**src/rtl/mem_ram_dp_pkg.sv**
```systemverilog
// Shared definitions for the dual-port data RAM: sequencer state codes and default widths.
package mem_ram_dp_pkg;

  localparam int DATA_W_DEF = 8;
  localparam int ADDR_W_DEF = 5;

  typedef enum logic {
    ST_CLEAR = 1'b0,
    ST_IDLE  = 1'b1
  } state_e;

endpackage

```
**src/rtl/mem_ram_dp_clear_seq.sv**
```systemverilog
// Clear sequencer: sweeps addresses 0..DEPTH-1 after reset or on a CLEAR request,
// holding busy high for exactly DEPTH cycles.
module mem_clear_seq
  import mem_ram_dp_pkg::*;
#(
  parameter int ADDR_W = ADDR_W_DEF,
  parameter int DEPTH  = 32
) (
  input  logic              clk_i,
  input  logic              rst_i,
  input  logic              clear_i,
  output logic              busy_o,
  output logic              clr_we_o,
  output logic [ADDR_W-1:0] clr_addr_o
);

  localparam logic [ADDR_W-1:0] LAST = ADDR_W'(DEPTH - 1);

  state_e            state_q, state_d;
  logic [ADDR_W-1:0] cnt_q, cnt_d;

  always_ff @(posedge clk_i or posedge rst_i) begin
    if (rst_i) begin
      state_q <= ST_CLEAR;
      cnt_q   <= '0;
    end else begin
      state_q <= state_d;
      cnt_q   <= cnt_d;
    end
  end

  always_comb begin
    state_d = state_q;
    cnt_d   = cnt_q;
    case (state_q)
      ST_CLEAR: begin
        // Leave on the edge that writes the last word; the counter never wraps.
        if (cnt_q == LAST) begin
          state_d = ST_IDLE;
          cnt_d   = '0;
        end else begin
          cnt_d = cnt_q + 1'b1;
        end
      end
      ST_IDLE: begin
        if (clear_i) begin
          state_d = ST_CLEAR;
          cnt_d   = '0;
        end
      end
      default: state_d = ST_CLEAR;
    endcase
  end

  assign busy_o     = (state_q == ST_CLEAR);
  assign clr_we_o   = (state_q == ST_CLEAR);
  assign clr_addr_o = cnt_q;

endmodule

```
**src/rtl/mem_ram_dp.sv**
```systemverilog
// Simple dual-port synchronous RAM with registered read, read-valid strobe,
// selectable read-during-write behaviour and a hardware clear sweep.
module mem_ram_dp
  import mem_ram_dp_pkg::*;
#(
  parameter int                  DATA_W    = DATA_W_DEF,
  parameter int                  ADDR_W    = ADDR_W_DEF,
  parameter int                  DEPTH     = 32,
  parameter bit                  WR_FIRST  = 1'b1,
  parameter logic [DATA_W-1:0]   CLEAR_VAL = '0
) (
  input  logic              clk_i,
  input  logic              rst_i,
  input  logic              clear_i,
  output logic              busy_o,
  input  logic              we_i,
  input  logic [ADDR_W-1:0] waddr_i,
  input  logic [DATA_W-1:0] d_i,
  input  logic              re_i,
  input  logic [ADDR_W-1:0] raddr_i,
  output logic [DATA_W-1:0] q_o,
  output logic              q_valid_o
);

  localparam logic [ADDR_W:0] DEPTH_W = (ADDR_W + 1)'(DEPTH);

  logic [DATA_W-1:0] mem [DEPTH];
  logic              busy;
  logic              clr_we;
  logic [ADDR_W-1:0] clr_addr;
  logic              wr_ok, rd_ok;
  logic [DATA_W-1:0] q_q, q_d;
  logic              q_valid_q, q_valid_d;

  mem_clear_seq #(
    .ADDR_W (ADDR_W),
    .DEPTH  (DEPTH)
  ) u_clear_seq (
    .clk_i      (clk_i),
    .rst_i      (rst_i),
    .clear_i    (clear_i),
    .busy_o     (busy),
    .clr_we_o   (clr_we),
    .clr_addr_o (clr_addr)
  );

  assign wr_ok = ({1'b0, waddr_i} < DEPTH_W);
  assign rd_ok = ({1'b0, raddr_i} < DEPTH_W);

  // The sweep owns the write port while busy; user writes are simply dropped.
  always_ff @(posedge clk_i) begin
    if (clr_we) begin
      mem[clr_addr] <= CLEAR_VAL;
    end else if (we_i && wr_ok) begin
      mem[waddr_i] <= d_i;
    end
  end

  always_comb begin
    q_d       = q_q;
    q_valid_d = 1'b0;
    if (!busy && re_i) begin
      q_valid_d = 1'b1;
      if (!rd_ok) begin
        q_d = '0;
      end else if (WR_FIRST && we_i && wr_ok && (waddr_i == raddr_i)) begin
        q_d = d_i;
      end else begin
        q_d = mem[raddr_i];
      end
    end
  end

  always_ff @(posedge clk_i or posedge rst_i) begin
    if (rst_i) begin
      q_q       <= '0;
      q_valid_q <= 1'b0;
    end else begin
      q_q       <= q_d;
      q_valid_q <= q_valid_d;
    end
  end

  assign busy_o    = busy;
  assign q_o       = q_q;
  assign q_valid_o = q_valid_q;

endmodule

```
**config.mk**
```make
export PLATFORM = sky130hd
export DESIGN_NAME = mem_ram_dp
export DESIGN_NICKNAME = d
export VERILOG_FILES = /design/src/rtl/mem_ram_dp_pkg.sv /design/src/rtl/mem_ram_dp_clear_seq.sv /design/src/rtl/mem_ram_dp.sv
export SDC_FILE = /design/constraint.sdc
export NUM_CORES = 1
export LEC_CHECK = 0
export BUFFER_PORTS_ARGS = -buffer_cell sky130_fd_sc_hd__clkbuf_2
export CORE_MARGIN = 3
export CORE_UTILIZATION = 26
export DETAILED_ROUTE_END_ITERATION = 8
export PLACE_DENSITY_LB_ADDON = 0.25
export SLEW_MARGIN = 20
export SYNTH_ARGS = -nofsm -noshare
export SYNTH_HDL_FRONTEND = slang
export SYNTH_HIERARCHICAL = 1
export SYNTH_SLANG_ARGS = --single-unit
```
**constraint.sdc**
```tcl
create_clock -name clk_i -period 6.21 [get_ports clk_i]
set_clock_uncertainty 0.1 [all_clocks]
set_input_delay 0.3105 -clock clk_i [delete_from_list [all_inputs] [get_ports clk_i]]
set_output_delay 0.3105 -clock clk_i [all_outputs]
set_load 0.005 [all_outputs]
```
==> results.py <==
metrics = {
    "run_status": {
        "status": "finished clean",
    },
    "worst_hold_path": {
        "hold_class": "in -> async",
    },
    "setup_path": {
        "reg2reg_depth": 5,
        "critPathCaptureType": "register",
        "crit_buf_inv": 1,
        "worstPathArrival_ps": 3720,
        "crit_chain": "inv_1, nor2b_1, mux2i_1, nand3_1, nor2_1",
        "worstPathRequired_ps": 6270,
        "cpPeakStageDelay_ps": 710,
        "cp_num_cells": 5,
        "cp_slowest_cell": "mux2i_1",
        "crit_family": "simple AND/OR/NAND/NOR gates",
        "cp-start-kind": "register",
        "critical_path_class": "reg -> reg",
        "crit_fanout": 12,
    },
    "global_routing": {
        "grt_pass1_vias": 5760,
        "grt-ovfl-total": 0,
        "grt_pass1_wl_um": 40500,
        "grt.total_usage": 0.123,
        "grt_max_degree": 39,
        "antenna_found_initial": 0,
    },
    "timing": {
        "setup_violations": 0,
        "tightestPinTransition_ps": 1130,
        "grt_setup_unrepaired": "false",
        "post-route-min-period_ps": 3660,
        "slew_headroom": 0.245,
        "drv_slew": 0,
        "fin_hold_ws_ps": 142,
        "setup_tns_ps": 0,
        "final_hold_viol_count": 0,
        "fin_crit_sh": 0.590,
        "max_freq_mhz": 273,
    },
    "route": {
        "dr.pass1.iters": 5,
        "drcViolationCount": 0,
        "vias": 5541,
        "drt-initial-drc-count": 517,
        "drtAntennaViolNets": 0,
        "vias_per_cell": 4.73,
        "wl_um": 27400,
        "wl_per_cell_um": 23.4,
    },
    "clocking": {
        "clock_path_buffers": 3,
        "numCtsBuffers": 28,
        "clk_pin_slew_ps": 60,
        "clkLatencyLatePin_ps": 540,
        "cts_tree": "built",
        "cts_setup_buffers": 0,
        "root_buffer": "clkbuf_16",
        "clock-sinks": 271,
        "cts.htree.levels": 1,
    },
    "placed_design": {
        "hpwl_um": 17800,
        "portBuffers": 32,
        "place.gp.congestion": 0.803,
    },
    "die": {
        "start_util": 0.265,
        "die_area_um2": 44600,
        "core_area_um2": 41200,
        "io_pins": 33,
        "die_x_um": 211,
        "die_h_um": 211,
        "fp-row-count": 74,
    },
    "synth": {
        "synth_edf_count": 256,
        "yosysUniqueCellTypes": 50,
        "synth-warning-count": 6,
        "syn_area_um2": 10900,
        "syn_inst": 563,
        "yosysSeqAreaShare": 0.737,
        "syn-num-nets": 588,
        "synth-seq-cells": 271,
        "syn_area_per_cell_um2": 19.4,
        "ys.flop_type": "edfxtp_1",
        "async_reset_ff_frac": 0.0554,
    },
    "final_layout": {
        "nets": 643,
        "drive_gt1_frac": 0.225,
        "fillCellCount": 3930,
        "num_antenna_cells": 0,
        "multiInputGateArea_um2": 2680,
        "regArea_um2": 8060,
        "synthToLayoutAreaGrowth_pct": 15.8,
    },
    "pwr": {
        "peakVddDrop_v": 0.000229,
        "power_leakage_nw": 4.16,
        "p_per_area_nw_per_um2": 375,
    },
    "flow_run": {
        "maxCapViolCount": 0,
    },
}
[synth_stat cells (2+ instances only)]
cell type	n	area [um^2]
buf_4	5	37.5
xnor2_1	5	43.8
or3_1	2	12.5
nand2_1	24	90.1
clkbuf_1	5	18.8
buf_6	5	56.3
a31oi_1	2	12.5
mux4_2	53	1190
mux2i_1	28	280
o21ai_1	5	25.0
dfrtp_1	15	375
nor2b_1	12	75.1
nor2_1	41	154
nand4_1	4	25.0
a211oi_1	2	15.0
and4_1	2	17.5
and2_1	11	68.8
inv_1	5	18.8
a22oi_1	18	135
ha_1	2	25.0
a221o_1	2	20.0
nand3_1	10	50.1
mux4_1	6	158
o21ai_0	4	20.0
buf_2	10	50.1
and3_1	2	12.5
a221oi_1	3	26.3
nand3b_1	2	15.0
o2bb2ai_1	2	17.5
edfxtp_1	256	7690
[layout make-up]
type / instances / area share
well taps: 532 / 0.0526
inverters: 5 / 0.00148
multi-input cells: 260 / 0.211
clock buffers: 36 / 0.0594
clock inverters: 15 / 0.0118
flip-flops and latches: 271 / 0.637
repair buffers: 52 / 0.0267
[worst register-to-register path, delay by kind of cell, from the launching register on]
family	cells	cell delay (ps)
and+or+nand+nor	3	1720
DFF	1	500
muxes	1	710
buffers and inverters	1	250
[repair_timing]
item                      4_1_cts  5_1_grt
hold buffers                   10        0
gates resized for setup         0        0
hold endpoints to repair       27        0
[flip-flops by register name, indices dropped and copies added, names as in the netlist]
signal,count
u_clear_seq/clr_addr_o,5
q_valid_o,1
q_o,8
mem,256
u_clear_seq/state_q,1
[final timing paths]
path	start	to	slack, ps
setup / recovery	u_clear_seq/state_q$_DFF_PP0_	mem[1][1]$_DFFE_PP_	2550
hold / removal	rst_i	u_clear_seq/clr_addr_o[2]$_DFFE_PP0P_	140
setup reg to reg	u_clear_seq/state_q$_DFF_PP0_	mem[1][1]$_DFFE_PP_	2550
hold reg to reg	q_o[3]$_DFFE_PP0P_	q_o[3]$_DFFE_PP0P_	380
max in group asynchronous	rst_i	q_o[5]$_DFFE_PP0P_	5550
min in group clk_i	re_i	q_o[3]$_DFFE_PP0P_	190
[cell families after synthesis]
kind of cell	share of synthesized area
flip-flops	0.737
AND/OR/NAND/NOR	0.0514
multiplexers	0.152
AO/OA/AOI/OAI	0.0338
buffers and inverters	0.0188
XOR/XNOR	0.00481
adder cells (fa/ha/maj)	0.00229
[layout by cell type (no fill, tap or decap), types with 11 or more instances in the layout]
cell	netlist	layout
edfxtp_1	256	256
nor2b_1	12	12
buf_4	5	11
nand2_1	24	24
mux4_2	53	53
clkbuf_16	0	29
a22oi_1	18	18
clkbuf_2	0	31
dfrtp_1	15	15
mux2i_1	28	28
nor2_1	41	41
[metal layers]
layer	up-vias	GRT usage	wire (um)	part of all wire
li1	2404	-	-	-
met1	2936	0.174	12400	0.45
met2	169	0.203	13200	0.48
met3	32	0.0186	1280	0.047
met4	0	0.0293	453	0.017
met5	-	0	0	0
[where the power goes]
group	total, mW	leakage, nW	internal [mW]	switching [mW]
combinational	0.736	1.15	0.240	0.496
sequential	2.37	2.57	2.27	0.0972
clock	1.64	0.436	0.975	0.665
total	4.75	4.16	3.49	1.26
[per-stage QoR]
stage	setup slack, ps	cells	cell area, um^2	power [mW]	utilization
2_1_floorplan	3590	563	10900	2.81	-
3_3_place_gp	2810	1110	11700	3.13	0.283
3_5_place_dp	2640	1110	11700	3.14	0.283
4_1_cts	2610	1171	12700	4.79	0.307
5_1_grt	2290	1171	12700	4.94	0.307
6_report	2550	1171	12700	4.75	0.307
No activity file was read; power rests on OpenSTA's default activity.
